--- src/rtl/mem_access_ctrl.sv ---
// -----------------------------------------------------------------------------
// mem_access_ctrl
// Queues load/store requests in a small FIFO and serves them one at a time
// against a single-port memory with combinational read data. Each request
// takes one ISSUE cycle (memory write or read capture) and then a RESP phase
// that holds the response until the consumer takes it.
//
// Ports
//   clk        : sole clock, rising edge
//   rst_n      : asynchronous active-low reset
//   req_valid  : upstream request present
//   req_ready  : FIFO can accept a request this cycle
//   req_we     : 1 = store, 0 = load
//   req_addr   : 24-bit word address
//   req_wdata  : 24-bit store data
//   addr       : memory address (from command register)
//   din        : memory write data (from command register)
//   we         : memory write enable (ISSUE cycle of an in-range store only)
//   dout       : memory combinational read data, mem[addr]
//   rsp_valid  : response present
//   rsp_ready  : consumer takes response
//   rsp_rdata  : load data, 0 for stores and errors
//   rsp_err    : request address out of implemented range
//   pending    : FIFO occupancy
// -----------------------------------------------------------------------------
module mem_access_ctrl #(
   parameter int FIFO_DEPTH = 4,
   parameter int MEM_AW     = 8
) (
   input  logic                          clk,
   input  logic                          rst_n,
   input  logic                          req_valid,
   output logic                          req_ready,
   input  logic                          req_we,
   input  logic [23:0]                   req_addr,
   input  logic [23:0]                   req_wdata,
   output logic [23:0]                   addr,
   output logic [23:0]                   din,
   output logic                          we,
   input  logic [23:0]                   dout,
   output logic                          rsp_valid,
   input  logic                          rsp_ready,
   output logic [23:0]                   rsp_rdata,
   output logic                          rsp_err,
   output logic [$clog2(FIFO_DEPTH):0]   pending
);

   localparam int PW = $clog2(FIFO_DEPTH);
   localparam int CW = PW + 1;
   localparam logic [CW-1:0] FULL_COUNT = CW'(FIFO_DEPTH);

   typedef enum logic [1:0] {
      IDLE  = 2'd0,
      ISSUE = 2'd1,
      RESP  = 2'd2
   } state_t;

   state_t          r_state;

   logic [PW-1:0]   r_wrPtr;
   logic [PW-1:0]   r_rdPtr;
   logic [CW-1:0]   r_count;
   logic            r_fifoWe   [FIFO_DEPTH];
   logic [23:0]     r_fifoAddr [FIFO_DEPTH];
   logic [23:0]     r_fifoData [FIFO_DEPTH];

   logic            r_cmdWe;
   logic [23:0]     r_cmdAddr;
   logic [23:0]     r_cmdData;

   logic            r_rspValid;
   logic [23:0]     r_rspRdata;
   logic            r_rspErr;

   logic            w_full;
   logic            w_push;
   logic            w_pop;
   logic            w_inRange;

   // Full is judged on the current occupancy only, so a pop in the same cycle
   // never opens a slot for a push. Ready is also forced low while in reset.
   assign w_full    = (r_count == FULL_COUNT);
   assign req_ready = rst_n && !w_full;
   assign w_push    = req_valid && req_ready;
   assign w_pop     = (r_state == IDLE) && (r_count != '0);

   // Any address bit above the implemented index makes the request an error.
   assign w_inRange = ((r_cmdAddr >> MEM_AW) == 24'd0);

   assign addr      = r_cmdAddr;
   assign din       = r_cmdData;
   assign we        = (r_state == ISSUE) && r_cmdWe && w_inRange;
   assign rsp_valid = r_rspValid;
   assign rsp_rdata = r_rspRdata;
   assign rsp_err   = r_rspErr;
   assign pending   = r_count;

   // FIFO storage needs no reset; only the pointers and count define content.
   always_ff @(posedge clk) begin
      if (w_push) begin
         r_fifoWe[r_wrPtr]   <= req_we;
         r_fifoAddr[r_wrPtr] <= req_addr;
         r_fifoData[r_wrPtr] <= req_wdata;
      end
   end

   // Pointer and occupancy bookkeeping; pointers wrap naturally because the
   // depth is a power of two.
   always_ff @(posedge clk or negedge rst_n) begin
      if (!rst_n) begin
         r_wrPtr <= '0;
         r_rdPtr <= '0;
         r_count <= '0;
      end else begin
         if (w_push) begin
            r_wrPtr <= r_wrPtr + 1'b1;
         end
         if (w_pop) begin
            r_rdPtr <= r_rdPtr + 1'b1;
         end
         if (w_push && !w_pop) begin
            r_count <= r_count + 1'b1;
         end else if (w_pop && !w_push) begin
            r_count <= r_count - 1'b1;
         end
      end
   end

   // Service FSM: one request in flight; response fields are captured in
   // ISSUE and then held until the consumer accepts them.
   always_ff @(posedge clk or negedge rst_n) begin
      if (!rst_n) begin
         r_state    <= IDLE;
         r_cmdWe    <= 1'b0;
         r_cmdAddr  <= '0;
         r_cmdData  <= '0;
         r_rspValid <= 1'b0;
         r_rspRdata <= '0;
         r_rspErr   <= 1'b0;
      end else begin
         case (r_state)
            IDLE: begin
               if (w_pop) begin
                  r_cmdWe   <= r_fifoWe[r_rdPtr];
                  r_cmdAddr <= r_fifoAddr[r_rdPtr];
                  r_cmdData <= r_fifoData[r_rdPtr];
                  r_state   <= ISSUE;
               end
            end
            ISSUE: begin
               r_rspValid <= 1'b1;
               r_state    <= RESP;
               if (!w_inRange) begin
                  r_rspRdata <= '0;
                  r_rspErr   <= 1'b1;
               end else if (r_cmdWe) begin
                  r_rspRdata <= '0;
                  r_rspErr   <= 1'b0;
               end else begin
                  r_rspRdata <= dout;
                  r_rspErr   <= 1'b0;
               end
            end
            RESP: begin
               if (rsp_ready) begin
                  r_rspValid <= 1'b0;
                  r_state    <= IDLE;
               end
            end
            default: begin
               r_rspValid <= 1'b0;
               r_state    <= IDLE;
            end
         endcase
      end
   end

endmodule
--- config.mk ---
export PLATFORM = sky130hd
export DESIGN_NAME = mem_access_ctrl
export DESIGN_NICKNAME = d
export VERILOG_FILES = /design/src/rtl/mem_access_ctrl.sv
export SDC_FILE = /design/constraint.sdc
export NUM_CORES = 1
export LEC_CHECK = 0
export BUFFER_PORTS_ARGS = -buffer_cell sky130_fd_sc_hd__clkbuf_2
export CORE_MARGIN = 2
export CORE_UTILIZATION = 47
export DETAILED_ROUTE_END_ITERATION = 8
export PLACE_DENSITY = 0.74
export RECOVER_POWER = 100
export SYNTH_ARGS = -nofsm -noshare
export SYNTH_HDL_FRONTEND = slang
export SYNTH_SLANG_ARGS = --single-unit
--- constraint.sdc ---
create_clock -name clk -period 4.5 [get_ports clk]
set_input_delay 0.225 -clock clk [delete_from_list [all_inputs] [get_ports clk]]
set_output_delay 0.225 -clock clk [all_outputs]
set_load 0.05 [all_outputs]
Word level (Yosys, flattened, before mapping)
Memory sizes are Yosys's and may differ from the RTL's. A register that Yosys moved wholly into a read port is not among the register bits.
Index checks and enable logic that the tools add are counted.

word-level totals
  register bits = 35
  bits in latches = 0
  RAM bits = 196
  bits in read-only memories = 0
  output and inout port bits = 79
  logic and storage cells = 52
  memories = 3

memory list
  memory      depth  bits a word  rd ports  clocked after memory_dff  write ports  line  text
  r_fifoAddr  4      24           1         1                         1            64    logic [23:0] r_fifoAddr [FIFO_DEPTH];
  r_fifoData  4      24           1         1                         1            65    logic [23:0] r_fifoData [FIFO_DEPTH];
  r_fifoWe    4      1            1         1                         1            63    logic r_fifoWe [FIFO_DEPTH];

operators by class
  $add $sub $neg = 4
  multiply operators = 0
  div/mod/pow operators = 0
  order comparisons = 0
  equal/unequal tests = 5
  shift-type cells = 0
  mux-type cells = 12
  bitwise gates (word level) = 1
  reductions and logical operators = 20

operator list
  kind                                                                    number
  24-bit two-way mux                                                      2
  24-bit logical NOT                                                      1
  1-bit logical AND                                                       7
  1-bit logical NOT                                                       6
  3-bit two-way mux                                                       2
  2-bit case mux with 3 select lines                                      1
  2-bit AND reduction                                                     3
  2-bit by 1-bit adder with 2-bit output (second input constant)          2
  1-bit two-way mux                                                       4
  2-bit two-way mux                                                       2
  2-bit inequality test (second input constant)                           2
  3-bit by 1-bit adder with 3-bit output (second input constant)          1
  3-bit equality test (second input constant)                             1
  1-bit case mux with 3 select lines                                      1
  3-bit nonzero test                                                      1
  3-bit by 1-bit subtractor with 3-bit output (second input constant)     1
  2-bit by 1-bit equality test with 1-bit output (second input constant)  1
  2-bit equality test (second input constant)                             1
  2-bit logical NOT                                                       1
  2-bit nonzero test                                                      1
  1-bit inverter                                                          1

Depth between registers and ports, before layout
Gate-level depths: netlist of the first run.

  depth after elaboration = 8
  gate-level depth with buffers = 10
  depth with buffers taken out = 8

Worst setup path before layout of the first run
Ideal clock, no wire load.

  path type = register to register
  start = register r_count[0], in the netlist pending[0]
  end = memory r_fifoAddr[0][0], enable pin
  arrival = 2.279 ns
  required time = 4.088 ns
  setup slack = 1.810 ns
  stages on the path, launching flop included = 3
  period minus slack after synthesis = 2.690 ns
  cells stage by stage = dfrtp_1 o311a_1 and2_1

on the way
  longest elaborated chain between the ends = 6

ends and longest elaborated chain
  element                                  line  text
  from (decl)                              62    logic [CW-1:0] r_count;
  from (signal assigned)                   122   r_count <= r_count + 1'b1;
  from (signal assigned)                   124   r_count <= r_count - 1'b1;
  3-bit equality test                      82    assign w_full = (r_count == FULL_COUNT);
  1-bit logical NOT                        83    assign req_ready = rst_n && !w_full;
  1-bit logical AND                        83
  1-bit logical AND                        84    assign w_push = req_valid && req_ready;
  net w_push                               76    logic w_push;
  1-bit two-way mux                        100   if (w_push) begin
  1-bit two-way mux (not written as such)  102   r_fifoAddr[r_wrPtr] <= req_addr;
  to (decl)                                64

The timed path passes the listed nets, and every way through them passes these cells.

Worst setup path after layout of the first run
  start = register r_count[2], in the netlist pending[2]
  end = memory r_fifoData[3][4], enable pin

on the way
  longest elaborated chain between the ends = 6

ends and longest elaborated chain
  element                                  line  text
  3-bit equality test                      82
  1-bit logical NOT                        83
  1-bit logical AND                        83
  1-bit logical AND                        84
  net w_push                               76
  1-bit two-way mux                        100
  1-bit two-way mux (not written as such)  103   r_fifoData[r_wrPtr] <= req_wdata;
  to (decl)                                65

The timed path passes the listed nets, and every way through them passes these cells.

==> flow_metrics.env, run 1 <==
export IMPL_status="complete, but fails checks"
export IMPL_violations="capacitance limit, slew limit"
export IMPL_pre_cts_ws_ps=2060
export IMPL_finalHoldViolations=0
export IMPL_worst_pin_slew_ps=2250
export IMPL_area_growth_pct=20.4
export IMPL_ant_nets=0
export IMPL_combPwrFrac=0.305
export IMPL_layout_commonest_cell="edfxtp_1"
export IMPL_clk_latency_ps=540
export IMPL_cts_tree="yes"
export IMPL_final_area_um2=13100
export IMPL_fin_util=0.577
export IMPL_synthArstFlopShare=0.300
export IMPL_grt_overflow=0
export IMPL_drive_above_1_share=0.168
export IMPL_cts_path_max_buffers=3
export IMPL_holdPathStages=3
export IMPL_nets=846
export IMPL_synth_fp_nets=606
export IMPL_fin_crit_sh=0.733
export IMPL_worstSetupStartpointType="register"
export IMPL_synth_edff_count=196
export IMPL_antenna_found_initial=0
export IMPL_dr_pass1_iters=4
export IMPL_setup_viol=0
export IMPL_final_cell_mix="196 x edfxtp_1, 138 x clkbuf_1, 82 x dfrtp_1, 74 x dlygate4sd3_1, 47 x mux2_1"
export IMPL_post_cts_buffers=0
export IMPL_grt_pass1_wl_um=34200
export IMPL_p_per_area_nw_per_um2=669
export IMPL_cts_root_buffer="clkbuf_16"
export IMPL_cts_sinks=280
export IMPL_post_dp_cell_area_um2=11900
export IMPL_total_power_w=0.00877
export IMPL_required_ps=4710
export IMPL_hold_class="in2reg"
export IMPL_crit_type="reg2reg"
export IMPL_fmax_mhz=303
export IMPL_path_delay_family="simple AND/OR/NAND/NOR gates"
export IMPL_wl_per_cell_um=20.6
export IMPL_seq_area_frac_synth=0.733
export IMPL_critPathMaxFanout=27
export IMPL_synth_cell_type_count=33
export IMPL_ys_seq_elements=280
export IMPL_slew_headroom=-0.503
export IMPL_fin_ws_ps=1200
export IMPL_start_util=0.480
export IMPL_synth_area_um2=10900
export IMPL_die_x_um=156
export IMPL_crit_chain="inv_1, o311a_1, and2_0, buf_4"
export IMPL_avgViaCountPerCell=5.29
export IMPL_crit_path_end_kind="register"
export IMPL_nFillCells=1771
export IMPL_rows=55
export IMPL_drt_iter0_drc=379
export IMPL_port_buffers=155
export IMPL_gp_congestion=0.721
export IMPL_ir_drop_v=0.000431
export IMPL_synth_warnings=0
export IMPL_die_area_um2=24400
export IMPL_max_stage_delay_ps=1560
export IMPL_rsz0062_at_grt="no"
export IMPL_core_region_area_um2=22700
export IMPL_grt_pass1_vias=6196
export IMPL_switchingPower_w=0.00309
export IMPL_post_route_drc_count=0
export IMPL_postSynthAreaPerCell_um2=20.8
export IMPL_cts_max_level=1
export IMPL_synth_cells=523
export IMPL_grt_max_degree=86
export IMPL_critPathSlowestCell="and2_0"
export IMPL_dpl_hpwl_um=13500
export IMPL_grt_total_usage=0.181
export IMPL_clkTransAtPathRegs_ps=60
export IMPL_postRouteWirelength_um=22000
export IMPL_r2r_cells=4
export IMPL_synth_ff_type="edfxtp_1"
export IMPL_die_h_um=156
export IMPL_path_depth=4
export IMPL_n_antenna_cell=0
export IMPL_num_vias=5662
export IMPL_finalSetupTns_ps=0
export IMPL_swShare=0.352
export IMPL_cp_buffers_inverters=2
export IMPL_leakage_nw=4.75
export IMPL_finClkSkew_ps=16.3
export IMPL_arrival_ps=3510
export IMPL_report_final_slew_viol_count=166
export IMPL_maxCapViolations=3
export IMPL_cts_buffers=29
export IMPL_seq_power_share=0.421
export IMPL_pin_count=156
export IMPL_fin_crit_ps=3300
export IMPL_p_int_w=0.00568
export IMPL_clock_power_share=0.274
power groups by stage:
stage	logic (W)	registers [W]	clock network, W
4_1_cts	0.00320	0.00373	0.00245
3_3_place_gp	0.00307	0.00374	0
6_report	0.00268	0.00369	0.00240
5_1_grt	0.00286	0.00377	0.00254
3_5_place_dp	0.00313	0.00377	0
2_1_floorplan	0.00187	0.00436	0
worst paths after layout:
check                                             endpoint                      from  slack, ps
worst max-delay path            r_fifoData[3][4]$_DFFE_PP_    pending[2]$_DFFE_PN0P_       1200
worst min-delay path                r_wrPtr[0]$_DFFE_PN0P_                 req_valid        160
worst max register to register  r_fifoData[3][4]$_DFFE_PP_    pending[2]$_DFFE_PN0P_       1200
worst min register to register    rsp_rdata[8]$_DFFE_PN0P_  rsp_rdata[8]$_DFFE_PN0P_        480
max in group asynchronous           r_rdPtr[1]$_DFFE_PN0P_                     rst_n       2540
min in group asynchronous              addr[6]$_DFFE_PN0P_                     rst_n        510
cell usage after synthesis, types with 2 or more instances:
| cell | n | share of area |
|---|---|---|
| nor4_1 | 4 | 0.0023 |
| mux2_2 | 4 | 0.0041 |
| mux4_2 | 45 | 0.093 |
| edfxtp_1 | 196 | 0.54 |
| o41ai_2 | 18 | 0.027 |
| mux2_4 | 47 | 0.065 |
| buf_2 | 2 | 0.00092 |
| clkbuf_1 | 12 | 0.0041 |
| inv_1 | 30 | 0.010 |
| ha_1 | 5 | 0.0057 |
| o41ai_1 | 6 | 0.0048 |
| nor3_1 | 2 | 0.00092 |
| buf_6 | 11 | 0.011 |
| nand2_1 | 27 | 0.0093 |
| mux4_1 | 4 | 0.0097 |
| dfrtp_1 | 84 | 0.19 |
| xnor2_1 | 5 | 0.0040 |
| buf_4 | 2 | 0.0014 |
| nor2_1 | 2 | 0.00069 |
| and2_1 | 4 | 0.0023 |
metal layers:
metal,up-vias,GRT usage,share of wire
li1,2536,-,-
met1,2913,0.230,0.42
met2,174,0.324,0.51
met3,39,0.0354,0.055
met4,0,0.0406,0.020
met5,-,0,0
sequential cells by signal, summed over array words and instances, names as in the netlist:
signal and cells:
r_fifoData 96, rsp_err 1, addr 24, din 24, r_cmdWe 1, r_wrPtr 2, r_fifoAddr 96, rsp_rdata 24
rsp_valid 1, pending 3, r_rdPtr 2, r_fifoWe 4, r_state 2
kinds of logic (layout without fill, tap and decap cells):
logic type	after synthesis	after routing	synth area share
DFF	280	280	0.733
muxes	100	100	0.172
buffers and inverters	58	320	0.0285
and+or+nand+nor	44	44	0.0186
AOI/OAI and AO/OA	29	29	0.0354
adders and majority gates	6	6	0.00758
xor gates and xnor gates	6	6	0.00483
layout make-up:
type                            count  area (µm²)  share of cell area
Multi-Input combinational cell    185        2290               0.174
Timing Repair Buffer              237        1400               0.107
Tap cell                          285         357              0.0272
Clock buffer                       37         776              0.0592
Inverter                           30         113             0.00859
Sequential cell                   280        7990               0.609
Clock inverter                     16         193              0.0147
what timing repair did:
action	4_1_cts	5_1_grt
endpoints found under the hold margin	222	0
gates resized for setup	0	0
hold buffers	74	0
stage by stage:
step	cells	hold slack, ps
3_5_place_dp	943	446
4_1_cts	1070	50.7
5_1_grt	1070	174
6_report	1070	161
3_3_place_gp	943	438
2_1_floorplan	523	-70.6
worst register-to-register path: cells and delay by family (launching register included):
family                 cells  cell delay, ps
and+or+nand+nor            1            1560
buffers and inverters      2             690
DFF                        1             400
AOI/OAI and AO/OA          1             310
No activity file was read; power rests on OpenSTA's default activity.
==> run 2, diff against run 1 <==
Settings changed: ABC_AREA set to 1, PLACE_DENSITY 0.74 to 0.73.
Clock period 4.5 ns to 3.4 ns, I/O delays scaled along.
==> run 2 against run 1 <==
Compared with the run above:
- the flow now finishes without violations
- highest routed layer unchanged
- clock power rose by 34%
- sequential share of layout area fell by 2.7 points
- largest power group unchanged
- setup slack got worse by 500 ps
- power rose by 39%
- cell area rose by 4.6%
- worst hold slack improved by 110 ps
- critical path depth rose by 1
==> flow_metrics.env, run 2 <==
export IMPL_post_dp_cell_area_um2=12200
export IMPL_setup_viol=0
export IMPL_die_area_um2=24800
export IMPL_synth_area_um2=11100
export IMPL_seq_area_frac_synth=0.720
export IMPL_maxCapViolations=0
export IMPL_grt_overflow=0
export IMPL_dpl_hpwl_um=13500
export IMPL_ir_drop_v=0.000722
export IMPL_synthTopCellsByArea="edfxtp_1 53%, dfrtp_1 19%, nand2_1 14%"
export IMPL_ant_nets=0
export IMPL_r2r_cells=5
export IMPL_nets=1326
export IMPL_critPathMaxFanout=49
export IMPL_synth_cells=1018
export IMPL_dr_pass1_iters=7
export IMPL_core_region_area_um2=23300
export IMPL_synth_cell_type_count=23
export IMPL_rsz0062_at_grt="no"
export IMPL_synth_fp_nets=1101
export IMPL_n_antenna_cell=0
export IMPL_drt_iter0_drc=596
export IMPL_cts_root_buffer="clkbuf_16"
export IMPL_max_stage_delay_ps=1100
export IMPL_synth_largest_area_cell="edfxtp_1"
export IMPL_crit_chain="nor2_1, nand2_1, nand3_1, nor2_4, clkbuf_2"
export IMPL_layout_commonest_cell="nand2_1"
export IMPL_leakage_nw=5.72
export IMPL_clk_latency_ps=530
export IMPL_post_route_drc_count=0
export IMPL_grt_total_usage=0.205
export IMPL_required_ps=3530
export IMPL_drive_above_1_share=0.0806
export IMPL_final_cell_mix="411 x nand2_1, 196 x edfxtp_1, 131 x clkbuf_1, 87 x nor2_1, 82 x dfrtp_1"
export IMPL_hold_class="in2reg"
export IMPL_cts_max_level=1
export IMPL_final_area_um2=13700
export IMPL_clkTransAtPathRegs_ps=60
export IMPL_cts_path_max_buffers=3
export IMPL_report_final_slew_viol_count=0
export IMPL_holdPathStages=3
export IMPL_critPathSlowestCell="clkbuf_2"
export IMPL_die_x_um=158
export IMPL_rows=56
export IMPL_area_growth_pct=23.7
export IMPL_arrival_ps=2820
export IMPL_wl_per_cell_um=16.3
export IMPL_synthArstFlopShare=0.300
export IMPL_fin_util=0.588
export IMPL_crit_path_end_kind="register"
export IMPL_grt_pass1_wl_um=40000
export IMPL_crit_type="reg2reg"
export IMPL_finClkSkew_ps=17.9
export IMPL_die_h_um=158
export IMPL_ys_seq_elements=280
export IMPL_cts_buffers=28
export IMPL_synth_warnings=0
export IMPL_synth_top_area_share=0.531
export IMPL_nFillCells=1923
export IMPL_grt_pass1_vias=7746
export IMPL_ys_top_cells_by_count="411 x nand2_1, 196 x edfxtp_1, 89 x nor2_1"
export IMPL_postCtsHoldBufs=75
export IMPL_port_buffers=155
export IMPL_fmax_mhz=371
export IMPL_antenna_found_initial=0
export IMPL_cts_tree="yes"
export IMPL_total_power_w=0.0122
export IMPL_postSynthAreaPerCell_um2=10.9
export IMPL_post_cts_buffers=0
export IMPL_pin_count=156
export IMPL_num_vias=7836
export IMPL_cts_sinks=280
export IMPL_ctsResizeCount=0
export IMPL_gp_congestion=0.731
export IMPL_top_regs="r_fifoAddr x96, r_fifoData x96"
export IMPL_avgViaCountPerCell=4.95
export IMPL_grt_max_degree=101
export IMPL_fin_crit_sh=0.794
export IMPL_status="complete, no violations"
export IMPL_fin_crit_ps=2700
export IMPL_synth_edff_count=196
export IMPL_start_util=0.475
export IMPL_worst_pin_slew_ps=1480
export IMPL_finalHoldViolations=0
export IMPL_p_per_area_nw_per_um2=891
export IMPL_slew_headroom=0.0136
export IMPL_yosysMostFrequentCell="nand2_1"
export IMPL_worstSetupStartpointType="register"
export IMPL_postRouteWirelength_um=25800
export IMPL_synth_ff_type="edfxtp_1"
==> run 2: cell types whose count changed after synthesis, moves of 7 or more <==
cell      delta
mux4_2      -45
o21ai_0     +75
o41ai_2     -18
o21ai_1     +27
buf_6        -9
nand2_1    +384
inv_1        +9
buf_2       +35
mux2_4      -47
nor2_1      +87
nand3_1     +26
clkbuf_1     -7
==> run 2: logic make-up after synthesis <==
logic type / synth area share
buffers and inverters: 0.0377
xor gates and xnor gates: 0.00316
AOI/OAI and AO/OA: 0.0486
adders and majority gates: 0.00744
DFF: 0.720
and+or+nand+nor: 0.183
==> run 2: worst paths after layout <==
kind                       slack [ps]              startpoint                          to
setup / recovery                  700  pending[0]$_DFFE_PN0P_  r_fifoData[3][3]$_DFFE_PP_
hold / removal                    270               req_valid      r_wrPtr[0]$_DFFE_PN0P_
setup reg to reg                  700  pending[0]$_DFFE_PN0P_  r_fifoData[3][3]$_DFFE_PP_
hold reg to reg                   480      din[0]$_DFFE_PN0P_          din[0]$_DFFE_PN0P_
max in group asynchronous        1470                   rst_n      pending[2]$_DFFE_PN0P_
min in group asynchronous         300                   rst_n         addr[0]$_DFFE_PN0P_
==> run 2: area by class of cell <==
type,count,area [µm²],area share
multi-input combinational,645,2710,0.197
inverter,43,164,0.0119
clock buffer,34,764,0.0557
timing repair buffer,245,1480,0.108
clock inverter,18,210,0.0153
sequential,280,7990,0.583
tap,319,399,0.0291
==> run 2: report_power, final <==
part	total, W	internal [W]	switching, W
registers	0.00462	0.00431	0.000308
logic	0.00441	0.00101	0.00340
clock network	0.00321	0.00191	0.00129
==> run 2: worst max-delay path: cells and delay by family, from the launching register on <==
kind          cells  cell delay, ps
buf+inv           1            1100
simple gates      4             730
flops             1             440
==> run 2: through the flow <==
stage | std cells | hold WS (ps) | TNS, ps | setup slack (ps)
6_report | 1584 | 273 | 0 | 701
4_1_cts | 1584 | 276 | 0 | 941
3_3_place_gp | 1457 | 288 | 0 | 1090
3_5_place_dp | 1457 | 295 | 0 | 971
5_1_grt | 1584 | 280 | 0 | 468
2_1_floorplan | 1018 | -126 | -57320 | -292
==> run 2: per-layer routing <==
| metal | track usage | vias to the layer above | wire length [µm] |
|---|---|---|---|
| met5 | 0 | - | 0 |
| met4 | 0.0450 | 0 | 374 |
| met3 | 0.0397 | 31 | 1650 |
| met2 | 0.363 | 225 | 12500 |
| met1 | 0.264 | 3786 | 11200 |
| li1 | - | 3794 | - |
